<file path="src/rtl/checkout_lane_ctrl_pkg.sv">
// Shared types and constants for the checkout lane slice.
package store_pkg;

   localparam int UPC_W = 4;

   typedef enum logic [1:0] {
      IDLE,
      OPEN,
      ALARM,
      DONE
   } lane_state_t;

endpackage

</file>
<file path="src/rtl/checkout_lane_ctrl_if.sv">
// Scanner-to-lane handshake plus customer/manager control pulses.
interface checkout_lane_ctrl_if;
   import store_pkg::*;

   logic [UPC_W-1:0] upc;
   logic             scan_valid;
   logic             scan_ready;
   logic             pay;
   logic             clear;

   modport master (
      output upc,
      output scan_valid,
      output pay,
      output clear,
      input  scan_ready
   );

   modport slave (
      input  upc,
      input  scan_valid,
      input  pay,
      input  clear,
      output scan_ready
   );

endinterface

</file>
<file path="src/rtl/checkout_lane_ctrl_upc_decode.sv">
// Combinational UPC classifier: flags stolen and discounted items.
module upc_decode
   import store_pkg::*;
(
   input  logic [UPC_W-1:0] upc,
   output logic             stolen,
   output logic             disc
);

   // Sum-of-products decode of the 4-bit code.
   always_comb begin
      stolen = (upc[0] & ~upc[1] & ~upc[3]) | (~upc[0] & ~upc[2] & ~upc[3]);
      disc   = upc[1] | (upc[0] & upc[2]);
   end

endmodule

</file>
<file path="src/rtl/checkout_lane_ctrl.sv">
// Checkout lane sequencer: accepts scans, counts items/discounts,
// latches the stolen-item alarm and freezes counts on pay.
module checkout_lane_ctrl
   import store_pkg::*;
#(
   parameter int CNT_W = 4
) (
   input  logic                  clk,
   input  logic                  reset_n,
   checkout_lane_ctrl_if.slave   lane,
   output logic                  alarm,
   output logic                  done,
   output logic                  last_disc,
   output logic [CNT_W-1:0]      item_count,
   output logic [CNT_W-1:0]      disc_count
);

   lane_state_t state;
   logic        stolen;
   logic        disc;
   logic        sat;
   logic        accept;

   upc_decode u_decode (
      .upc    (lane.upc),
      .stolen (stolen),
      .disc   (disc)
   );

   // Ready only while collecting items and the item counter has headroom.
   always_comb begin
      sat             = (item_count == '1);
      lane.scan_ready = ((state == IDLE) || (state == OPEN)) && !sat;
      accept          = lane.scan_valid && lane.scan_ready;
   end

   // Lane FSM with item/discount counters and latched status flags.
   always_ff @(posedge clk or negedge reset_n) begin
      if (!reset_n) begin
         state      <= IDLE;
         alarm      <= 1'b0;
         done       <= 1'b0;
         last_disc  <= 1'b0;
         item_count <= '0;
         disc_count <= '0;
      end else begin
         case (state)
            IDLE: begin
               if (accept) begin
                  if (stolen) begin
                     state <= ALARM;
                     alarm <= 1'b1;
                  end else begin
                     state      <= OPEN;
                     item_count <= CNT_W'(1);
                     disc_count <= CNT_W'(disc);
                     last_disc  <= disc;
                  end
               end
            end
            OPEN: begin
               // clear beats a same-cycle scan; a scan beats a same-cycle pay
               if (lane.clear) begin
                  state      <= IDLE;
                  item_count <= '0;
                  disc_count <= '0;
                  last_disc  <= 1'b0;
               end else if (accept) begin
                  if (stolen) begin
                     state <= ALARM;
                     alarm <= 1'b1;
                  end else begin
                     item_count <= item_count + CNT_W'(1);
                     disc_count <= disc_count + CNT_W'(disc);
                     last_disc  <= disc;
                  end
               end else if (lane.pay) begin
                  state <= DONE;
                  done  <= 1'b1;
               end
            end
            ALARM: begin
               if (lane.clear) begin
                  alarm <= 1'b0;
                  state <= (item_count != '0) ? OPEN : IDLE;
               end
            end
            DONE: begin
               if (lane.clear) begin
                  state      <= IDLE;
                  done       <= 1'b0;
                  item_count <= '0;
                  disc_count <= '0;
                  last_disc  <= 1'b0;
               end
            end
            default: state <= IDLE;
         endcase
      end
   end

endmodule

</file>
<file path="src/flat_wrapper.sv">
// flat-port wrapper written by rule: the top's interface ports become plain ports
module checkout_lane_ctrl_flat import store_pkg::*;
#(
   parameter int CNT_W = 4
)
  (clk, reset_n, alarm, done, last_disc, item_count, disc_count, lane_upc, lane_scan_valid, lane_pay, lane_clear, lane_scan_ready);
  checkout_lane_ctrl_if lane_i ();
  input  logic clk;
  input  logic reset_n;
  output logic alarm;
  output logic done;
  output logic last_disc;
  output logic [CNT_W-1:0] item_count;
  output logic [CNT_W-1:0] disc_count;
  input wire logic [$bits(lane_i.upc)-1:0] lane_upc;
  input wire logic [$bits(lane_i.scan_valid)-1:0] lane_scan_valid;
  input wire logic [$bits(lane_i.pay)-1:0] lane_pay;
  input wire logic [$bits(lane_i.clear)-1:0] lane_clear;
  output wire logic [$bits(lane_i.scan_ready)-1:0] lane_scan_ready;
  assign lane_i.upc = lane_upc;
  assign lane_i.scan_valid = lane_scan_valid;
  assign lane_i.pay = lane_pay;
  assign lane_i.clear = lane_clear;
  assign lane_scan_ready = lane_i.scan_ready;
  checkout_lane_ctrl #(.CNT_W(CNT_W)) u_core (.clk(clk), .reset_n(reset_n), .lane(lane_i), .alarm(alarm), .done(done), .last_disc(last_disc), .item_count(item_count), .disc_count(disc_count));
endmodule
</file>
<file path="config.mk">
export PLATFORM = sky130hd
export DESIGN_NAME = checkout_lane_ctrl_flat
export DESIGN_NICKNAME = d
export VERILOG_FILES = /design/src/rtl/checkout_lane_ctrl_pkg.sv /design/src/rtl/checkout_lane_ctrl_if.sv /design/src/rtl/checkout_lane_ctrl_upc_decode.sv /design/src/rtl/checkout_lane_ctrl.sv /design/src/flat_wrapper.sv
export SDC_FILE = /design/constraint.sdc
export NUM_CORES = 1
export LEC_CHECK = 0
export BUFFER_PORTS_ARGS = -buffer_cell sky130_fd_sc_hd__buf_2
export CORE_ASPECT_RATIO = 0.75
export CORE_MARGIN = 3
export CORE_UTILIZATION = 35
export DETAILED_ROUTE_END_ITERATION = 12
export HOLD_SLACK_MARGIN = 0.08
export PLACE_DENSITY = 0.69
export REMOVE_ABC_BUFFERS = 1
export SLEW_MARGIN = 25
export SYNTH_ARGS = -nofsm -noshare
export SYNTH_HDL_FRONTEND = slang
export SYNTH_SLANG_ARGS = --single-unit
</file>
<file path="constraint.sdc">
create_clock -name clk -period 2.5 [get_ports clk]
set_input_delay 0.125 -clock clk [delete_from_list [all_inputs] [get_ports clk]]
set_output_delay 0.125 -clock clk [all_outputs]
set_load 0.02 [all_outputs]
</file>
Word level (Yosys, flattened, before mapping)

Cells that the tools add are included.

Input port bits: 9
Word-level logic and storage cells: 84
Register bits after elaboration: 13

Reduce and logical (&&, ||, !) cells: 14
Equal/unequal tests: 15
Multiplexer cells: 36
Bitwise logic cells: 11
Add/sub/neg operators: 2

Operator list:

| operator              | number |
|---|---|
| $mux W4               | 11 |
| $pmux W4 S3           | 2 |
| $mux W2               | 8 |
| $ne A2 B2 Y1 const B  | 6 |
| $mux W1               | 11 |
| $reduce_and A5 Y1     | 2 |
| $ne A4 B3 Y1 const B  | 2 |
| $pmux W2 S4           | 1 |
| $pmux W1 S3           | 2 |
| $reduce_and A6 Y1     | 1 |
| $reduce_bool A3 Y1    | 2 |
| $and A1 B1 Y1         | 5 |
| $add A4 B1 Y4         | 1 |
| $add A4 B1 Y4 const B | 1 |
| $eq A2 B2 Y1 const B  | 2 |
| $eq A4 B4 Y1 const B  | 1 |
| $not A1 Y1            | 4 |
| $reduce_bool A4 Y1    | 1 |
| $ne A3 B2 Y1 const B  | 1 |
| $ne A3 B3 Y1 const B  | 1 |
| $reduce_and A3 Y1     | 1 |
| $eq A2 B1 Y1 const B  | 1 |
| $logic_and A1 B1 Y1   | 2 |
| $logic_not A2 Y1      | 1 |
| 7 further kinds       | 8 |

Longest topological paths before layout

Gate-level depths: netlist of the first run.

Depth in word-level cells: 8
Depth in mapped cells: 6
Depth with buffers taken out: 5

Modules after synthesis

Synthesis of the first run repeated with hierarchy kept, for this count alone.

Cells, all modules: 84
Area total of the unflattened synthesis: 832.0 sq um

Modules (own cells, without submodules):

| module             | cells each | sequential area each (sq um) | area an instance (sq um) | times used |
|---|---|---|---|---|
| checkout_lane_ctrl | 81         | 325.3                        | 804.5                    | 1 |
| upc_decode         | 3          | 0.0                          | 27.5                     | 1 |

Least setup slack after synthesis of the first run

Ideal clock, no wire load.

Path type: reg-to-reg
Start: reg u_core.item_count[0]
End: reg u_core.disc_count[2]
Path slack: 911 ps
Stages on the path, launching flop included: 6
Path buffers: 0
Setup time: 126 ps
Arrival: 1463 ps
Cells stage by stage: dfrtp_1 -> ha_1 -> nand3_1 -> o2111a_2 -> a21oi_2 -> a221o_1

Cells in the longest elaborated chain, start to end: 6
Elaborated cells between the ends (all ways): 7

Ends and longest elaborated chain:

| element                                                | line                     | RTL |
|---|---|---|
| start, declared                                        | checkout_lane_ctrl.sv:14 | `output logic [CNT_W-1:0] item_count,` |
| start signal, assigned                                 | checkout_lane_ctrl.sv:73 | `item_count <= item_count + CNT_W'(1);` |
| $eq A4 B4 Y1 (*)                                       | checkout_lane_ctrl.sv:32 | `sat = (item_count == '1);` |
| $logic_not A1 Y1 (*)                                   | checkout_lane_ctrl.sv:33 | `lane.scan_ready = ((state == IDLE) \|\| (state == OPEN)) && !sat;` |
| $logic_and A1 B1 Y1 (*)                                | checkout_lane_ctrl.sv:33 |  |
| $logic_and A1 B1 Y1 (*)                                | checkout_lane_ctrl.sv:34 | `accept = lane.scan_valid && lane.scan_ready;` |
| $ne A3 B2 Y1 (no line) or $ne A2 B1 Y1 (tied branches) | n/a                      |  |
| $reduce_and A6 Y1 (no line) (*)                        | n/a                      |  |
| end signal, assigned                                   | checkout_lane_ctrl.sv:56 | `disc_count <= CNT_W'(disc);` |
| end signal, assigned                                   | checkout_lane_ctrl.sv:74 | `disc_count <= disc_count + CNT_W'(disc);` |
| end, declared                                          | checkout_lane_ctrl.sv:15 | `output logic [CNT_W-1:0] disc_count` |

Every way passes the cells marked *; elsewhere a longest branch is shown, timed or not.
A chain may end at the register's enable or synchronous reset.

Worst setup path in the final report of the first run

Ends and elaborated chain as after synthesis.

==> results_tabular.tex, run 1 <==
\begin{tabular}{lr}
\hline
Metric & Value \\
\hline
\multicolumn{2}{l}{\textbf{Timing}} \\
Final period util & 70.9\% \\
Relative slew margins & 60.8\% \\
Achievable frequency & 564 MHz \\
RSZ-0062 raised after global routing & no \\
Final Critical Period & 1.77 ns \\
Endpoints failing setup & 0 \\
Endpoints failing hold & 0 \\
Final Skew & 0.00334 ns \\
Total negative slack for setup checks & 0 ns \\
Worst-margin pin slew & 0.586 ns \\
Final-layout worst hold slack & 0.105 ns \\
Max Transition Viols Final & 0 \\
\multicolumn{2}{l}{\textbf{GRT}} \\
Largest net degree at the start of global routing & 16 \\
Total gr overflow & 0 \\
Antenna violations before repair & 0 \\
Via count of the first global-routing pass & 624 \\
Aggregate global-route resource usage & 13.5\% \\
Wire length of the first global-routing pass & 2.75 mm \\
\multicolumn{2}{l}{\textbf{Drt}} \\
Total length of routed wires & 1.73 mm \\
Detailed-route via count & 684 \\
Post-DRT Antenna Nets & 0 \\
Number of detailed-routing iterations run before antenna repair & 4 \\
Number of DRC violations after detailed routing & 0 \\
DRC marker count from the first detailed-route iteration & 29 \\
Via density & 5.75 \\
Routed len/inst & 14.5 um \\
\multicolumn{2}{l}{\textbf{Synth}} \\
XOR/XNOR share of the synthesized area & 0\% \\
Flip-flop and latch count after synthesis & 13 \\
Post-Synthesis Mean Instance Area & 10.0 um2 \\
Number of enable flip-flop cells after synthesis & 0 \\
Prevailing post-synth register cell & sky130\_fd\_sc\_hd\_\_dfrtp\_1 \\
Post-synthesis sequential area ratio & 42.8\% \\
Number of cells produced by synthesis & 76 \\
Largest family of logic cells by synthesized area & compound AO/OA/AOI/OAI gates \\
Number of different library cells in the post-synthesis netlist & 31 \\
Synth Area in Compound Gates & 24.8\% \\
Yosys warning total & 0 \\
Fraction of synthesized area in multiplexers & 1.97\% \\
Share of flip-flops with an asynchronous set or reset after synthesis & 100\% \\
Arithmetic-cell share of the synthesized area counting full adders, half adders and majority gates & 6.58\% \\
Area fraction in and, or, nand and nor cells after synthesis & 19.4\% \\
Synthesized area & 761 um2 \\
\multicolumn{2}{l}{\textbf{Place}} \\
Final RePlAce weighted congestion & 0.772 \\
Total of buffers placed on input and output ports & 20 \\
HPWL after detailed placement & 1.26 mm \\
\multicolumn{2}{l}{\textbf{Power and ir drop}} \\
Static Leak & 0.469 nW \\
Sw frac & 43.2\% \\
Total Power Consumption & 0.838 mW \\
Sequential fraction of design power & 41.7\% \\
Combinational Power Share & 42.3\% \\
Net load switching power & 0.362 mW \\
Largest voltage drop on the vdd net & 591 uV \\
Internal power contribution & 0.476 mW \\
Total power divided by cell area & 929 mW/mm2 \\
Share of power burned in the clock network & 16.1\% \\
\multicolumn{2}{l}{\textbf{Run}} \\
Max cap viols & 0 \\
\multicolumn{2}{l}{\textbf{Clock network}} \\
Post-CTS Setup Inserts & 0 \\
Clock sink total & 13 \\
CTS tree & built \\
Number of levels in the clock H-tree & 1 \\
Resize count post-CTS & 0 \\
Maximum count of clock buffers along a single path & 2 \\
Clock tree root buffer cell & sky130\_fd\_sc\_hd\_\_clkbuf\_4 \\
Clock latency on the worst-skew pair & 0.28 ns \\
Clock buffers created by TritonCTS & 3 \\
Clock edge transition at the registers on the reported setup and hold paths & 0.08 ns \\
\multicolumn{2}{l}{\textbf{Outcome}} \\
Outcome & finished, final reports clean \\
\multicolumn{2}{l}{\textbf{Setup path}} \\
Classification of the worst setup path & flop to flop \\
Critical path capture point type & flop \\
Critical Path Source Type & flop \\
Arrival time worst endpoint & 1.94 ns \\
CP Data Required Time & 2.67 ns \\
Largest fanout on the critical path & 15 \\
\multicolumn{2}{l}{\textbf{Floorplan}} \\
Die area & 0.00277 mm2 \\
Horizontal extent of the die & 59.8 um \\
Effective utilization at floorplan & 40.3\% \\
Boundary pin count & 21 \\
Area of the core & 0.00189 mm2 \\
FP Rows & 13 \\
Die height & 46.4 um \\
\multicolumn{2}{l}{\textbf{Final layout}} \\
Area growth from synthesis to layout & 18.6\% \\
Final antenna diode count & 0 \\
Fraction of layout cells with a size suffix above 1 & 26.8\% \\
Number of nets in the finished design & 111 \\
\multicolumn{2}{l}{\textbf{Min path}} \\
Class of the most critical hold timing path & primary input to flop \\
\hline
\end{tabular}
[cell families (layout without fill, tap and decap cells)]
family | Yosys count | after routing
flops | 13 | 13
fa+ha+maj | 4 | 4
mux | 1 | 1
compound gates | 24 | 24
simple gates | 27 | 27
buf+inv | 7 | 28
[cell usage after synthesis (2+ instances only)]
cell	count	share of area [%]
sky130_fd_sc_hd__ha_1	4	6.6
sky130_fd_sc_hd__a221o_1	2	2.6
sky130_fd_sc_hd__o22a_1	2	2.3
sky130_fd_sc_hd__nor2_1	5	2.5
sky130_fd_sc_hd__nand3_1	4	2.6
sky130_fd_sc_hd__and4b_1	2	2.6
sky130_fd_sc_hd__o21ai_0	5	3.3
sky130_fd_sc_hd__inv_1	3	1.5
sky130_fd_sc_hd__nor2b_1	4	3.3
sky130_fd_sc_hd__a31oi_1	2	1.6
sky130_fd_sc_hd__dfrtp_1	13	43
sky130_fd_sc_hd__nand2_1	4	2.0
sky130_fd_sc_hd__and3_1	6	4.9
sky130_fd_sc_hd__clkbuf_1	3	1.5
[stage by stage]
step           cell area, um2  instances  setup WS [ns]  utilization, %
3_3_place_gp              866        114          0.801            45.9
6_report                  902        119          0.728            47.8
4_1_cts                   902        119          0.715            47.8
3_5_place_dp              866        114          0.733            45.9
2_1_floorplan             738         72          0.807               -
5_1_grt                   902        119          0.623            47.8
[state kept, by name, indices dropped and copies added (netlist names)]
| register | flops |
|---|---|
| u_core.disc_count | 4 |
| u_core.item_count | 4 |
| u_core.state | 2 |
| u_core.alarm | 1 |
| u_core.done | 1 |
| u_core.last_disc | 1 |
[cell type report]
class | instances | area, um2
Clock buffer | 4 | 26.3
Fill cell | 175 | 985
Inverter | 3 | 11.3
Multi-Input combinational cell | 56 | 402
Sequential cell | 13 | 325
Tap cell | 22 | 27.5
Timing Repair Buffer | 21 | 110
[critical path, cell delays in order, from the launching register on]
cell and delay, ns:
sky130_fd_sc_hd__dfrtp_1 0.44, sky130_fd_sc_hd__ha_1 0.26, sky130_fd_sc_hd__nand3_1 0.10, sky130_fd_sc_hd__o2111a_2 0.37
sky130_fd_sc_hd__a21oi_2 0.12, sky130_fd_sc_hd__a221o_1 0.37
[final timing paths]
| kind | to | slack [ns] | cells after the start | startpoint |
|---|---|---|---|---|
| setup / recovery | u_core.disc_count[2] | 0.73 | 5 | u_core.item_count[0] |
| hold / removal | u_core.done | 0.11 | 3 | lane_pay |
| setup reg to reg | u_core.disc_count[2] | 0.73 | 5 | u_core.item_count[0] |
| hold reg to reg | u_core.done | 0.52 | 2 | u_core.done |
| max in group asynchronous | u_core.item_count[2] | 2.01 | 2 | reset_n |
| min in group asynchronous | u_core.item_count[3] | 0.26 | 2 | reset_n |
[power groups by stage]
stage                     clock network (mW)  registers, mW  logic, mW
after floorplan                            0          0.395      0.188
after global placement                     0          0.351      0.350
after detailed placement                   0          0.354      0.353
after CTS                              0.138          0.349      0.357
after global routing                   0.146          0.361      0.396
final                                  0.135          0.349      0.354
[per-layer routing]
metal	share of wire (%)	up-vias	track usage, %
met1	48	331	18.7
met4	0	0	0.885
met3	6.5	0	6.72
met5	0	-	0
met2	45	24	19.6
li1	-	329	-
[cells in the final DEF, fill, tap and decap left out, types with 2 or more instances in the layout]
cell,n
sky130_fd_sc_hd__buf_2,20
sky130_fd_sc_hd__dfrtp_1,13
sky130_fd_sc_hd__and3_1,6
sky130_fd_sc_hd__nor2_1,5
sky130_fd_sc_hd__o21ai_0,5
sky130_fd_sc_hd__nand3_1,4
sky130_fd_sc_hd__nand2_1,4
sky130_fd_sc_hd__nor2b_1,4
sky130_fd_sc_hd__ha_1,4
sky130_fd_sc_hd__inv_1,3
sky130_fd_sc_hd__clkbuf_4,3
sky130_fd_sc_hd__a31oi_1,2
sky130_fd_sc_hd__and4b_1,2
sky130_fd_sc_hd__a221o_1,2
sky130_fd_sc_hd__o22a_1,2
[timing repair]
action                     CTS  global route
hold endpoints to repair    13             0
hold buffers                 1             0
setup endpoints to repair    0             0
(Power assumes the default switching activity.)
==> run 2: changes to the inputs <==
==> constraint.sdc (replaced) <==
create_clock -name clk -period 1.8 [get_ports clk]
set_input_delay 0.09 -clock clk [delete_from_list [all_inputs] [get_ports clk]]
set_output_delay 0.09 -clock clk [all_outputs]
set_load 0.02 [all_outputs]
==> run 2 against run 1 <==
  * Power is 44% higher
  * Wire length is 0.12% lower
  * Worst setup slack worse by 0.61 ns
  * Via count is 2.8% higher
  * Core utilization is 1.8 points higher
  * Critical path type unchanged
  * Critical endpoint is now u_core.item_count[2]
  * Highest routed layer unchanged
==> results_tabular.tex, run 2 (synthesis results as in run 1) <==
\begin{tabular}{lr}
\hline
Metric & Value \\
\hline
\multicolumn{2}{l}{\textbf{Outcome}} \\
Outcome & finished, final reports clean \\
\multicolumn{2}{l}{\textbf{Clock network}} \\
Number of levels in the clock H-tree & 1 \\
Clock tree root buffer cell & sky130\_fd\_sc\_hd\_\_clkbuf\_4 \\
CTS tree & built \\
Clock latency on the worst-skew pair & 0.28 ns \\
Maximum count of clock buffers along a single path & 2 \\
Clock buffers created by TritonCTS & 3 \\
Clock sink total & 13 \\
Clock edge transition at the registers on the reported setup and hold paths & 0.08 ns \\
\multicolumn{2}{l}{\textbf{Drt}} \\
Number of DRC violations after detailed routing & 0 \\
Number of detailed-routing iterations run before antenna repair & 4 \\
DRC marker count from the first detailed-route iteration & 30 \\
Detailed-route via count & 703 \\
Via density & 5.72 \\
Total length of routed wires & 1.72 mm \\
Routed len/inst & 14.0 um \\
Post-DRT Antenna Nets & 0 \\
\multicolumn{2}{l}{\textbf{Floorplan}} \\
Area of the core & 0.00189 mm2 \\
Die area & 0.00277 mm2 \\
Die height & 46.4 um \\
Effective utilization at floorplan & 40.3\% \\
FP Rows & 13 \\
Horizontal extent of the die & 59.8 um \\
Boundary pin count & 21 \\
\multicolumn{2}{l}{\textbf{Final layout}} \\
Area growth from synthesis to layout & 23.0\% \\
Finished Cell Area & 936 um2 \\
Largest registers in the final layout & u\_core.disc\_count: 4 flops, u\_core.item\_count: 4 flops, u\_core.state: 2 flops \\
Fraction of layout cells with a size suffix above 1 & 29.7\% \\
Number of nets in the finished design & 115 \\
Final antenna diode count & 0 \\
Number of standard cells in the final layout excluding fillers & 123 \\
Most frequent cells in the layout & sky130\_fd\_sc\_hd\_\_buf\_2 (20), sky130\_fd\_sc\_hd\_\_dfrtp\_1 (12), sky130\_fd\_sc\_hd\_\_and3\_1 (6), sky130\_fd\_sc\_hd\_\_nor2\_1 (5), sky130\_fd\_sc\_hd\_\_o21ai\_0 (5) \\
Commonest non-fill, non-tap cell in the layout & sky130\_fd\_sc\_hd\_\_buf\_2 \\
\multicolumn{2}{l}{\textbf{Power and ir drop}} \\
Total power divided by cell area & 1290 mW/mm2 \\
Static Leak & 0.487 nW \\
Largest voltage drop on the vdd net & 717 uV \\
\multicolumn{2}{l}{\textbf{GRT}} \\
Aggregate global-route resource usage & 13.5\% \\
Total gr overflow & 0 \\
Antenna violations before repair & 0 \\
Met3 track demand over resource in global routing & 5.60\% \\
Fraction of met1 tracks used by global routing & 18.1\% \\
Global routing usage on met2 & 20.0\% \\
Via count of the first global-routing pass & 607 \\
Largest net degree at the start of global routing & 14 \\
Most congested layer reported by global routing & met2 \\
Wire length of the first global-routing pass & 2.76 mm \\
\multicolumn{2}{l}{\textbf{Place}} \\
Placed inst area & 888 um2 \\
HPWL after detailed placement & 1.30 mm \\
Total of buffers placed on input and output ports & 20 \\
Final RePlAce weighted congestion & 0.796 \\
Placed insts & 117 \\
\multicolumn{2}{l}{\textbf{Timing}} \\
Achievable frequency & 595 MHz \\
Total negative slack for setup checks & 0 ns \\
Endpoints failing setup & 0 \\
Final Skew & 0.00253 ns \\
RSZ-0062 raised after global routing & no \\
Relative slew margins & 66.4\% \\
Worst-margin pin slew & 0.504 ns \\
Final period util & 93.4\% \\
Endpoints failing hold & 0 \\
Final-layout worst hold slack & 0.104 ns \\
Max Transition Viols Final & 0 \\
Final Critical Period & 1.68 ns \\
\multicolumn{2}{l}{\textbf{Setup path}} \\
Critical Path Source Type & flop \\
Classification of the worst setup path & flop to flop \\
Arrival time worst endpoint & 1.85 ns \\
Largest fanout on the critical path & 10 \\
CP Data Required Time & 1.96 ns \\
Critical path capture point type & flop \\
\multicolumn{2}{l}{\textbf{Min path}} \\
Class of the most critical hold timing path & primary input to flop \\
\multicolumn{2}{l}{\textbf{Run}} \\
Max cap viols & 0 \\
\hline
\end{tabular}
-- run 2: cell count changes in the layout (fill, tap and decap cells not counted), sizes merged --
cell,before,now
dlygate4sd3,1,2
buf,20,23
-- run 2: critical path, cell delays in order, from the launching register on --
cell and delay, ns:
sky130_fd_sc_hd__dfrtp_2 0.45, sky130_fd_sc_hd__ha_1 0.25, sky130_fd_sc_hd__nand3_1 0.10, sky130_fd_sc_hd__o2111a_2 0.32
sky130_fd_sc_hd__a21oi_2 0.10, sky130_fd_sc_hd__a221o_1 0.35
-- run 2: final timing paths --
check / from / to / slack [ns] / cells past startpoint
min reg2reg: u_core.done / u_core.done / 0.51 / 2
min in group asynchronous: reset_n / u_core.disc_count[2] / 0.23 / 2
max reg2reg: u_core.item_count[0] / u_core.item_count[2] / 0.12 / 5
max in group asynchronous: reset_n / u_core.item_count[0] / 1.32 / 2
max: u_core.item_count[0] / u_core.item_count[2] / 0.12 / 5
min: lane_clear / u_core.alarm / 0.10 / 2
-- run 2: repair_timing --
action,4_1_cts,5_1_grt
setup buffers,0,0
setup endpoints to repair,0,2
endpoints found under the hold margin,14,0
hold buffers,2,0
gates resized for setup,0,1
-- run 2: final cells by class --
class                   count  area (um2)
fillers                   187         951
well taps                  22        27.5
repair buffers             25         143
multi-input cells          56         402
inverters                   3        11.3
flip-flops and latches     13         327
clock buffers               4        26.3
-- run 2: stage by stage --
step	util, %	setup slack, ns	power, mW
floorplan	-	0.107	0.810
global placement	47.1	0.187	1.01
detailed placement	47.1	0.110	1.02
CTS	49.5	0.0957	1.22
global route	49.6	0.0162	1.31
finish	49.6	0.119	1.21
-- run 2: report_power, final --
part	total (mW)	internal (mW)	switching (mW)	leakage (nW)
Combinational	0.580	0.233	0.347	0.303
Sequential	0.441	0.378	0.0628	0.169
Clock	0.184	0.0859	0.0981	0.0150
-- run 2: metal layers --
| layer | wire length (um) | share of wire (%) |
|---|---|---|
| met5 | 0 | 0 |
| met3 | 114 | 6.6 |
| met4 | 0 | 0 |
| met2 | 773 | 45 |
| met1 | 836 | 48 |
==> run 3: changes to the inputs <==
--- a/config.mk
+++ b/config.mk
@@ -6,7 +6,7 @@
 export NUM_CORES = 1
 export LEC_CHECK = 0
 export BUFFER_PORTS_ARGS = -buffer_cell sky130_fd_sc_hd__buf_2
-export CORE_ASPECT_RATIO = 0.75
+export CORE_ASPECT_RATIO = 0.8
 export CORE_MARGIN = 3
 export CORE_UTILIZATION = 35
 export DETAILED_ROUTE_END_ITERATION = 12
==> run 3 against run 2 <==
  * Sequential share of layout area decreased by 0.18 points
  * Worst hold slack lost 0.0020 ns
  * Register-to-register slack improved by 0.05 ns
  * Clock-buffer cell count stayed put
  * Via count down 5.3%
  * Sequential cell count unchanged
  * Critical endpoint is now u_core.disc_count[2]
  * Largest cell class unchanged
  * Largest power group unchanged
  * Highest routed layer unchanged
==> results_tabular.tex, run 3 (synthesis results as in run 1) <==
\begin{tabular}{lr}
\hline
Metric & Value \\
\hline
\multicolumn{2}{l}{\textbf{Timing}} \\
Worst-margin pin slew & 0.555 ns \\
RSZ-0062 raised after global routing & no \\
Endpoints failing setup & 0 \\
Total negative slack for setup checks & 0 ns \\
Final-layout worst hold slack & 0.102 ns \\
Final period util & 90.6\% \\
Relative slew margins & 62.9\% \\
Achievable frequency & 613 MHz \\
Max Transition Viols Final & 0 \\
Final Skew & 0.00426 ns \\
Final Critical Period & 1.63 ns \\
Endpoints failing hold & 0 \\
\multicolumn{2}{l}{\textbf{Drt}} \\
Number of DRC violations after detailed routing & 0 \\
Total length of routed wires & 1.76 mm \\
Via density & 5.33 \\
Post-DRT Antenna Nets & 0 \\
Number of detailed-routing iterations run before antenna repair & 4 \\
DRC marker count from the first detailed-route iteration & 11 \\
Detailed-route via count & 666 \\
Routed len/inst & 14.0 um \\
\multicolumn{2}{l}{\textbf{Final layout}} \\
Final antenna diode count & 0 \\
Finished Cell Area & 937 um2 \\
Commonest non-fill, non-tap cell in the layout & sky130\_fd\_sc\_hd\_\_buf\_2 \\
Number of standard cells in the final layout excluding fillers & 125 \\
Largest registers in the final layout & u\_core.disc\_count: 4 flops, u\_core.item\_count: 4 flops, u\_core.state: 2 flops \\
Area growth from synthesis to layout & 23.2\% \\
Fraction of layout cells with a size suffix above 1 & 28.7\% \\
Most frequent cells in the layout & sky130\_fd\_sc\_hd\_\_buf\_2 (20), sky130\_fd\_sc\_hd\_\_dfrtp\_1 (13), sky130\_fd\_sc\_hd\_\_and3\_1 (6), sky130\_fd\_sc\_hd\_\_nor2\_1 (5), sky130\_fd\_sc\_hd\_\_o21ai\_0 (5) \\
Number of nets in the finished design & 115 \\
\multicolumn{2}{l}{\textbf{Setup path}} \\
Classification of the worst setup path & flop to flop \\
CP Data Required Time & 1.97 ns \\
Arrival time worst endpoint & 1.80 ns \\
Critical Path Source Type & flop \\
Largest fanout on the critical path & 8 \\
Critical path capture point type & flop \\
\multicolumn{2}{l}{\textbf{GRT}} \\
Via count of the first global-routing pass & 634 \\
Largest net degree at the start of global routing & 14 \\
Total gr overflow & 0 \\
Antenna violations before repair & 0 \\
Wire length of the first global-routing pass & 2.85 mm \\
Aggregate global-route resource usage & 13.9\% \\
\multicolumn{2}{l}{\textbf{Floorplan}} \\
Horizontal extent of the die & 58.1 um \\
Die height & 47.7 um \\
FP Rows & 14 \\
Effective utilization at floorplan & 38.8\% \\
Die area & 0.00277 mm2 \\
Boundary pin count & 21 \\
Area of the core & 0.00196 mm2 \\
\multicolumn{2}{l}{\textbf{Clock network}} \\
Resize count post-CTS & 0 \\
Clock latency on the worst-skew pair & 0.28 ns \\
Maximum count of clock buffers along a single path & 2 \\
CTS tree & built \\
Clock tree root buffer cell & sky130\_fd\_sc\_hd\_\_clkbuf\_4 \\
Number of levels in the clock H-tree & 1 \\
Clock edge transition at the registers on the reported setup and hold paths & 0.08 ns \\
Clock buffers created by TritonCTS & 3 \\
Clock sink total & 13 \\
\multicolumn{2}{l}{\textbf{Run}} \\
Max cap viols & 0 \\
\multicolumn{2}{l}{\textbf{Place}} \\
Final RePlAce weighted congestion & 0.762 \\
Placed inst area & 891 um2 \\
HPWL after detailed placement & 1.35 mm \\
Placed insts & 119 \\
Total of buffers placed on input and output ports & 20 \\
\multicolumn{2}{l}{\textbf{Min path}} \\
Class of the most critical hold timing path & primary input to flop \\
\multicolumn{2}{l}{\textbf{Power and ir drop}} \\
Static Leak & 0.488 nW \\
Total power divided by cell area & 1280 mW/mm2 \\
Largest voltage drop on the vdd net & 834 uV \\
\multicolumn{2}{l}{\textbf{Outcome}} \\
Outcome & finished, final reports clean \\
\hline
\end{tabular}
[run 3: cell type report]
cell class              count  area, um2
repair buffers             25        143
fillers                   191       1020
flip-flops and latches     13        325
inverters                   3       11.3
clock buffers               4       26.3
multi-input cells          56        402
well taps                  24       30.0
[run 3: path summary, 6_finish.rpt]
check                                          start                   end  slack [ns]  cells after the start
worst max-delay path            u_core.item_count[0]  u_core.disc_count[2]        0.17                      5
min in group asynchronous                    reset_n  u_core.disc_count[2]        0.22                      2
worst min-delay path                      lane_clear          u_core.alarm        0.10                      2
max in group asynchronous                    reset_n  u_core.item_count[1]        1.35                      2
worst min register to register           u_core.done           u_core.done        0.51                      2
worst max register to register  u_core.item_count[0]  u_core.disc_count[2]        0.17                      5
[run 3: worst max-delay path, stage by stage, from the launching register on]
cell and delay, ns:
sky130_fd_sc_hd__dfrtp_1 0.43, sky130_fd_sc_hd__ha_1 0.26, sky130_fd_sc_hd__nand3_1 0.10, sky130_fd_sc_hd__o2111a_2 0.28, sky130_fd_sc_hd__a21oi_2 0.09, sky130_fd_sc_hd__a221o_1 0.36
[run 3: per-stage QoR]
stage	power, mW	util [%]	setup slack, ns
final	1.20	47.8	0.168
after global routing	1.31	47.8	0.0764
after CTS	1.21	47.8	0.163
after detailed placement	1.02	45.4	0.182
after global placement	1.01	45.4	0.239
after floorplan	0.810	-	0.107
[run 3: layer usage]
metal	part of all wire, %	vias to the layer above	track usage [%]
li1	-	339	-
met1	50	312	18.9
met2	45	15	21.6
met3	5.2	0	4.85
met4	0	0	2.78
met5	0	-	0
[run 3: what timing repair did]
item | CTS | global route
endpoints found under the hold margin | 14 | 0
hold buffers | 2 | 0
endpoints found under the setup margin | 0 | 0
buffers inserted | 0 | 0
[run 3: report_power, final]
| group | leakage [nW] | total (mW) | internal [mW] | switching [mW] |
|---|---|---|---|---|
| sequential | 0.170 | 0.437 | 0.376 | 0.0615 |
| clock | 0.0150 | 0.182 | 0.0860 | 0.0956 |
| combinational | 0.303 | 0.580 | 0.234 | 0.346 |
